### config.mk
export PLATFORM = sky130hd
export DESIGN_NAME = ahbl_master_stage
export DESIGN_NICKNAME = d
export VERILOG_FILES = /design/src/rtl/ahbl_master_stage.sv
export SDC_FILE = /design/constraint.sdc
export NUM_CORES = 1
export LEC_CHECK = 0
export CAP_MARGIN = 20
export CORE_UTILIZATION = 41
export DETAILED_ROUTE_END_ITERATION = 10
export PLACE_DENSITY = 0.81
export SLEW_MARGIN = 20
export SYNTH_ARGS = -nofsm -noshare
export SYNTH_HDL_FRONTEND = slang
export SYNTH_SLANG_ARGS = --single-unit
### constraint.sdc
create_clock -name HCLK -period 3 [get_ports HCLK]
set_input_delay 0.3 -clock HCLK [delete_from_list [all_inputs] [get_ports HCLK]]
set_output_delay 0.3 -clock HCLK [all_outputs]
set_load 0.05 [all_outputs]
### src/rtl/ahbl_master_stage.sv
//============================================================================
// Module   : ahbl_master_stage
// Purpose  : Per-master AHB-Lite address stage: slave decode, hold-until-grant,
//            data-phase tracking and internal ERROR default slave.
// Revision : 1.0  initial release
//============================================================================
`default_nettype none

module ahbl_master_stage #(
    parameter logic [15:0] SLAVE_EN = 16'h000F
) (
    input  logic        HCLK,
    input  logic        HRESETN,
    input  logic [31:0] HADDR,
    input  logic [1:0]  HTRANS,
    input  logic        HWRITE,
    input  logic [2:0]  HSIZE,
    input  logic [2:0]  HBURST,
    input  logic [3:0]  HPROT,
    input  logic        HMASTLOCK,
    output logic        HREADY_M,
    output logic        HRESP_M,
    output logic [15:0] SREQ,
    output logic        SLOCK,
    input  logic [15:0] SGRANT,
    input  logic [15:0] S_HREADY,
    input  logic [15:0] S_HRESP,
    output logic [31:0] S_HADDR,
    output logic [1:0]  S_HTRANS,
    output logic        S_HWRITE,
    output logic [2:0]  S_HSIZE,
    output logic [2:0]  S_HBURST,
    output logic [3:0]  S_HPROT,
    output logic [3:0]  DP_SEL
);

    localparam logic       A_IDLE  = 1'b0;
    localparam logic       A_HOLD  = 1'b1;

    localparam logic [1:0] DP_NONE = 2'd0;
    localparam logic [1:0] DP_SLV  = 2'd1;
    localparam logic [1:0] DP_ERR1 = 2'd2;
    localparam logic [1:0] DP_ERR2 = 2'd3;

    localparam logic [1:0] C_NONSEQ = 2'b10;

    logic        r_astate;
    logic        w_anext;
    logic [1:0]  r_dp;
    logic [1:0]  w_dp_next;
    logic [3:0]  r_dp_sel;
    logic [3:0]  w_sel_next;

    logic [31:0] r_haddr;
    logic        r_hwrite;
    logic [2:0]  r_hsize;
    logic [2:0]  r_hburst;
    logic [3:0]  r_hprot;
    logic        r_hlock;

    logic        w_live;
    logic        w_live_mapped;
    logic [3:0]  w_idx;
    logic        w_req;
    logic        w_accept;
    logic        w_unmapped;
    logic        w_capture;

    // A live request exists only when the master sees HREADY high; HREADY_M
    // is forced low in A_HOLD, so the master's next address is never sampled there.
    assign w_live        = HREADY_M & HTRANS[1];
    assign w_live_mapped = SLAVE_EN[HADDR[31:28]];
    assign w_idx         = (r_astate == A_HOLD) ? r_haddr[31:28] : HADDR[31:28];
    assign w_req         = (r_astate == A_HOLD) | (w_live & w_live_mapped);
    assign w_accept      = w_req & SGRANT[w_idx] & S_HREADY[w_idx];
    assign w_unmapped    = (r_astate == A_IDLE) & w_live & ~w_live_mapped;
    assign w_capture     = (r_astate == A_IDLE) & w_req & ~w_accept;
    assign DP_SEL        = r_dp_sel;

    // Address FSM: state register
    always_ff @(posedge HCLK or negedge HRESETN) begin
        if (!HRESETN) begin
            r_astate <= A_IDLE;
        end else begin
            r_astate <= w_anext;
        end
    end

    // Address FSM: next state
    always_comb begin
        w_anext = r_astate;
        case (r_astate)
            A_IDLE:  if (w_capture) w_anext = A_HOLD;
            A_HOLD:  if (w_accept)  w_anext = A_IDLE;
            default: w_anext = A_IDLE;
        endcase
    end

    // Address FSM: outputs toward the arbiters and slaves
    always_comb begin
        SREQ     = 16'h0000;
        S_HADDR  = HADDR;
        S_HTRANS = HTRANS;
        S_HWRITE = HWRITE;
        S_HSIZE  = HSIZE;
        S_HBURST = HBURST;
        S_HPROT  = HPROT;
        SLOCK    = HMASTLOCK;
        if (r_astate == A_HOLD) begin
            S_HADDR  = r_haddr;
            S_HTRANS = C_NONSEQ;
            S_HWRITE = r_hwrite;
            S_HSIZE  = r_hsize;
            S_HBURST = r_hburst;
            S_HPROT  = r_hprot;
            SLOCK    = r_hlock;
        end
        if (w_req) begin
            SREQ = 16'h0001 << w_idx;
        end
    end

    always_ff @(posedge HCLK or negedge HRESETN) begin
        if (!HRESETN) begin
            r_haddr  <= 32'h0;
            r_hwrite <= 1'b0;
            r_hsize  <= 3'h0;
            r_hburst <= 3'h0;
            r_hprot  <= 4'h0;
            r_hlock  <= 1'b0;
        end else if (w_capture) begin
            r_haddr  <= HADDR;
            r_hwrite <= HWRITE;
            r_hsize  <= HSIZE;
            r_hburst <= HBURST;
            r_hprot  <= HPROT;
            r_hlock  <= HMASTLOCK;
        end
    end

    // Data-phase tracker
    always_ff @(posedge HCLK or negedge HRESETN) begin
        if (!HRESETN) begin
            r_dp     <= DP_NONE;
            r_dp_sel <= 4'h0;
        end else begin
            r_dp     <= w_dp_next;
            r_dp_sel <= w_sel_next;
        end
    end

    always_comb begin
        w_dp_next  = r_dp;
        w_sel_next = r_dp_sel;
        if (w_accept) begin
            w_dp_next  = DP_SLV;
            w_sel_next = w_idx;
        end else if (w_unmapped) begin
            w_dp_next = DP_ERR1;
        end else begin
            case (r_dp)
                DP_ERR1: w_dp_next = DP_ERR2;
                DP_ERR2: w_dp_next = DP_NONE;
                DP_SLV:  if (S_HREADY[r_dp_sel]) w_dp_next = DP_NONE;
                default: w_dp_next = DP_NONE;
            endcase
        end
    end

    // Response to the master; a held transfer always stalls it
    always_comb begin
        HREADY_M = 1'b1;
        HRESP_M  = 1'b0;
        if (r_astate == A_HOLD) begin
            HREADY_M = 1'b0;
        end else begin
            case (r_dp)
                DP_SLV: begin
                    HREADY_M = S_HREADY[r_dp_sel];
                    HRESP_M  = S_HRESP[r_dp_sel];
                end
                DP_ERR1: begin
                    HREADY_M = 1'b0;
                    HRESP_M  = 1'b1;
                end
                DP_ERR2: begin
                    HREADY_M = 1'b1;
                    HRESP_M  = 1'b1;
                end
                default: begin
                    HREADY_M = 1'b1;
                    HRESP_M  = 1'b0;
                end
            endcase
        end
    end

endmodule

`default_nettype wire

# Word-level counts from Yosys, hierarchy flattened
# Memory sizes are Yosys's and may differ from the RTL's.
# Cells that the tools add are included.
# word_totals
memories,1
wordCells,60
out_inout_bits,68
romBits,16
inputBits,96
reg_bits,51
# op_classes
eq_ne,4
muxes,29
n_shift,1
order_cmp,3
reduce_logical,1
n_bitwise,12
# memory_table
name,depth,word_bits,read_ports,rd_clocked_by_memory_dff,write_ports,line_no,source
(name not given),16,1,1,0,0,72,assign w_live_mapped = SLAVE_EN[HADDR[31:28]];
# op_table
op,n
32-bit two-way mux,1
1-bit binary-select mux with 4-bit select,4
16-bit two-way mux,1
1-bit by 4-bit left shift with 16-bit output (first input constant),1
4-bit by 5-bit < comparator with 1-bit output (second input constant),3
1-bit two-way mux,11
1-bit bitwise AND,8
2-bit two-way mux,4
4-bit two-way mux,2
3-bit two-way mux,2
1-bit one-hot mux with 2 select lines,3
2-bit equality test (second input constant),2
4-bit inequality test (second input constant),1
2-bit one-hot mux with 2 select lines,1
1-bit inverter,3
2-bit by 1-bit equality test with 1-bit output (second input constant),1
2-bit OR reduction,1
1-bit OR,1

# Logic depth before layout (Yosys ltp)
# depth
ltp_word,13
ltp_mapped,9
mapped_depth_nobuf,6

# Least setup slack after synthesis
# No wires, ideal clock.
# synth_path
path_type,register to output
from,register r_dp_sel[0] (netlist: DP_SEL[0])
to,output SREQ[4]
required_ns,2.700
arrival_ns,3.221
path_buffers,1
setup_slack_ns,-0.521
path_stages_with_launch,7
path_cell_list,dfrtp_1 > clkbuf_1 > mux4_2 > a22oi_2 > a41o_1 > nand2b_1 > nor3_1
# synth_between
elab_chain_cells,8
# synth_lines
item,line_no,source
start: declaration,51,logic [3:0] r_dp_sel;
start signal: assignment,148,r_dp_sel <= w_sel_next;
1-bit binary-select mux with 4-bit select,179,HREADY_M = S_HREADY[r_dp_sel];
1-bit two-way mux (not written as such),179,
1-bit one-hot mux with 2 select lines,177,case (r_dp)
1-bit two-way mux,174,if (r_astate == A_HOLD) begin
1-bit bitwise AND,71,assign w_live = HREADY_M & HTRANS[1];
1-bit bitwise AND,74,assign w_req = (r_astate == A_HOLD) | (w_live & w_live_mapped);
1-bit OR,74,
16-bit two-way mux,118,if (w_req) begin
end: declaration,23,"output logic [15:0] SREQ,"
# No other way between the ends. The select of a mux whose other input is x is not followed.

# Worst setup path after layout
# layout_path
from,register r_dp_sel[1] (netlist: DP_SEL[1])
to,output SREQ[0]
# Same word-level chain as after synthesis.

==> metrics <==
status=completed; Placed Cells incl. Taps=523; crit-path max cell delay=480 ps; crit-path cells=buf_4 -> mux2i_1 -> mux4_2 -> a22oi_2 -> buf_4 -> a41o_4 -> nand2b_4 -> nor3_2 -> buf_12; end of the critical path=SREQ[0]; Hold-fix buffers, CTS=0; floorplan die height=91.30 µm; proportion of netlist area held by the largest area contributor=39.04%; antenna fix cells=0; peak fanout along the critical path=6; clock network fraction of total power=8.7%; static leakage power=2.201 nW; via count of the first global-routing pass=2,735; share of synthesized area occupied by flip-flops and latches=39.04%; transition time at the pin with the least slew margin=657.9 ps; category of the worst setup path capture point=primary output; core area=0.007727 mm²; number of vias per cell after detailed routing=5.150; starting density of the core=42.31%; routed len/inst=17.08 µm; prevailing post-synth register cell=dfrtp_1; total standard cell area after synthesis=0.003269 mm²; maximum buffer depth of the clock tree=2; routability-driven placement congestion ratio=0.8522; top cells by count, synth=51 x dfrtp_1, 48 x mux2_2, 30 x mux2_4, 21 x nand2_1, 16 x mux2i_1; library cell with the largest summed area after synthesis=dfrtp_1; count of fill cells added during filler insertion=563; Critical Path Start Type=flop; iteration count of the initial detailed-routing pass=4; vias=2,776; number of flops mapped to enable cells by yosys=0; Synth Net Count=358; pin count of the biggest net entering global routing=47; DP HPWL=6742 µm; r2r startpoint=r_astate; cell-internal power=2.706 mW; DRT iter0 DRCs=71; max-capacitance violation count=0; upper clock frequency limit=0.3378 GHz; Area Overhead vs Synth=62.88%; critical path launch point=DP_SEL[1]; maximum vdd drop=0.5639 mV; Total Wirelength=9204 µm; cell repeated most along the worst path=buf_4; Seq. cell area=0.001279 mm²; period utilisation layout=98.68%; number of antenna violations at the first check in global routing=0; worst reg2reg endpoint=r_haddr[24]; clock period minus final worst setup slack=2960 ps; post-place setup slack=50.61 ps; CTS H-Tree Depth=2; total routing resource utilization after global routing=21.18%; length of routed met2 wiring=4478 µm; Req. time, crit path=2700 ps; power spent charging and discharging nets=2.160 mW; Synth Register Bits=51; Seq pwr share=25.6%; port bufs=163; area used by multi-input combinational logic=0.001938 mm²; global route total overflow=0; switching portion of total power=44.39%; most common cell in the synthesized netlist=dfrtp_1; CP bufs+invs=3; library cell contributing the largest single delay on the critical path=mux4_2; setup slack, reg-to-reg=220 ps; Async S/R FF share, synth=100.0%; number of buffers created by CTS=5; leading post-synthesis cells by cell area=dfrtp_1 39%, mux2_2 17%, mux2_4 14%; site row count=32; type of the tightest min-delay check=in2async; met3 routed wirelength=557 µm; clock tree sinks=51; Die Span X=91.30 µm; post-detailed-route DRC marker count=0; kind of critical path=reg2out; mean post-synth cell area=12.48 µm²; instance count of the mapped netlist=262; final net count=532; setup slack of the critical path after layout=39.63 ps; layout cell share with drive strength beyond 1=32.49%; post-route met1 wirelength=4025 µm; total power density per cell area=913.8 mW/mm²; Arr. time, crit path=2660 ps; clock tree from TritonCTS=done; remaining number of nets flagged by the antenna check after routing=0; number of distinct library cells after synthesis=39; uppermost layer routed=met4; Worst-Skew Late Latency=300 ps; area enclosed by the die boundary=0.008335 mm²; Reg clk slew, reported paths=110 ps; root buffer cell=clkbuf_8; remaining max-slew budget at the tightest pin=56.14%; Setup Viol. Count Final=0; combinational fraction of design power=65.7%; number of cells on the critical path=9; non-filler instance count after layout=539; worst reg2reg path depth=7; post-route clock skew=11.06 ps; wire length of the first global-routing pass=14,100 µm; number of warnings issued by yosys=0; final number of max-transition violations=0; number of primary I/O pins=164; final number of hold-violating endpoints=0; category of cells accounting for the largest share of critical-path delay=multiplexers
[power by group through the flow]
stage / logic (mW) / clock network [mW] / registers (mW)
finish: 3.20 / 0.424 / 1.24
global route: 3.35 / 0.468 / 1.29
CTS: 3.05 / 0.436 / 1.26
floorplan: 2.14 / 0 / 1.24
global placement: 2.99 / 0 / 1.26
detailed placement: 3.02 / 0 / 1.27
[registers in the layout, indices dropped and copies added (netlist names)]
signal and flops:
r_hsize 3, r_hlock 1, DP_SEL 4, r_astate 1, r_hburst 3, r_hprot 4, r_hwrite 1, r_dp 2
r_haddr 32
[metal layers]
layer / vias up / GRT usage (%)
met4: 0 / 4.630
li1: 1307 / -
met2: 111 / 35.61
met3: 12 / 5.025
met5: - / 0
met1: 1346 / 27.74
[logic make-up after synthesis]
kind of cell           share of synthesized area [%]
AOI/OAI and AO/OA                              4.172
buffers and inverters                          3.291
DFF                                            39.04
muxes                                          42.79
and+or+nand+nor                                10.72
[layout by cell type, fill, tap and decap left out, drive strengths merged]
cell,instances
inv,2
a21o,1
o21ai,5
and3,1
mux2i,16
a22oi,1
nand2,22
mux4,7
clkinv,2
and3b,2
o22ai,2
nand3,2
nor4,2
nand3b,2
o221ai,3
buf,32
a21oi,2
nor2,13
o31a,1
nor3b,3
and2,3
clkbuf,5
mux2,86
a32oi,1
dfrtp,51
nor3,6
clkinvlp,1
clkdlybuf4s50,150
a41o,1
nor2b,4
nand2b,5
or2,2
o2bb2ai,1
[worst min-delay path by stage]
stage | start | end | slack (ps) | cells past startpoint
6_report | HRESETN | r_haddr[7] | 8 | 1
5_1_grt | HRESETN | r_haddr[8] | 60 | 1
4_1_cts | HRESETN | r_haddr[7] | 20 | 1
3_5_place_dp | HRESETN | r_haddr[7] | 370 | 1
3_3_place_gp | HRESETN | r_haddr[7] | 350 | 1
2_1_floorplan | HRESETN | DP_SEL[0] | 4 | 0
[what timing repair did]
item | 4_1_cts | 5_1_grt
endpoints found under the setup margin | 2 | 8
pin swaps | 0 | 3
setup buffers | 1 | 7
gates resized for setup | 0 | 12
[per-stage QoR]
step | area [µm²] | hold WS [ps] | TNS, ps | power (mW) | util [%]
floorplan | 3283 | 4.409 | -115.7 | 3.380 | -
global placement | 5114 | 352.3 | 0 | 4.253 | 66.18
detailed placement | 5114 | 365.0 | 0 | 4.292 | 66.18
CTS | 5218 | 19.14 | 0 | 4.748 | 67.52
global route | 5325 | 55.97 | -69.06 | 5.103 | 68.91
finish | 5325 | 7.528 | 0 | 4.866 | 68.91
[area by class of cell]
class	instances	area share, %
multi-input cells	194	36.40
well taps	102	2.397
repair buffers	182	35.24
clock inverters	3	0.5169
clock buffers	5	1.292
flip-flops and latches	51	24.01
inverters	2	0.1410
Note: power is estimated with default switching activity, not from simulation.
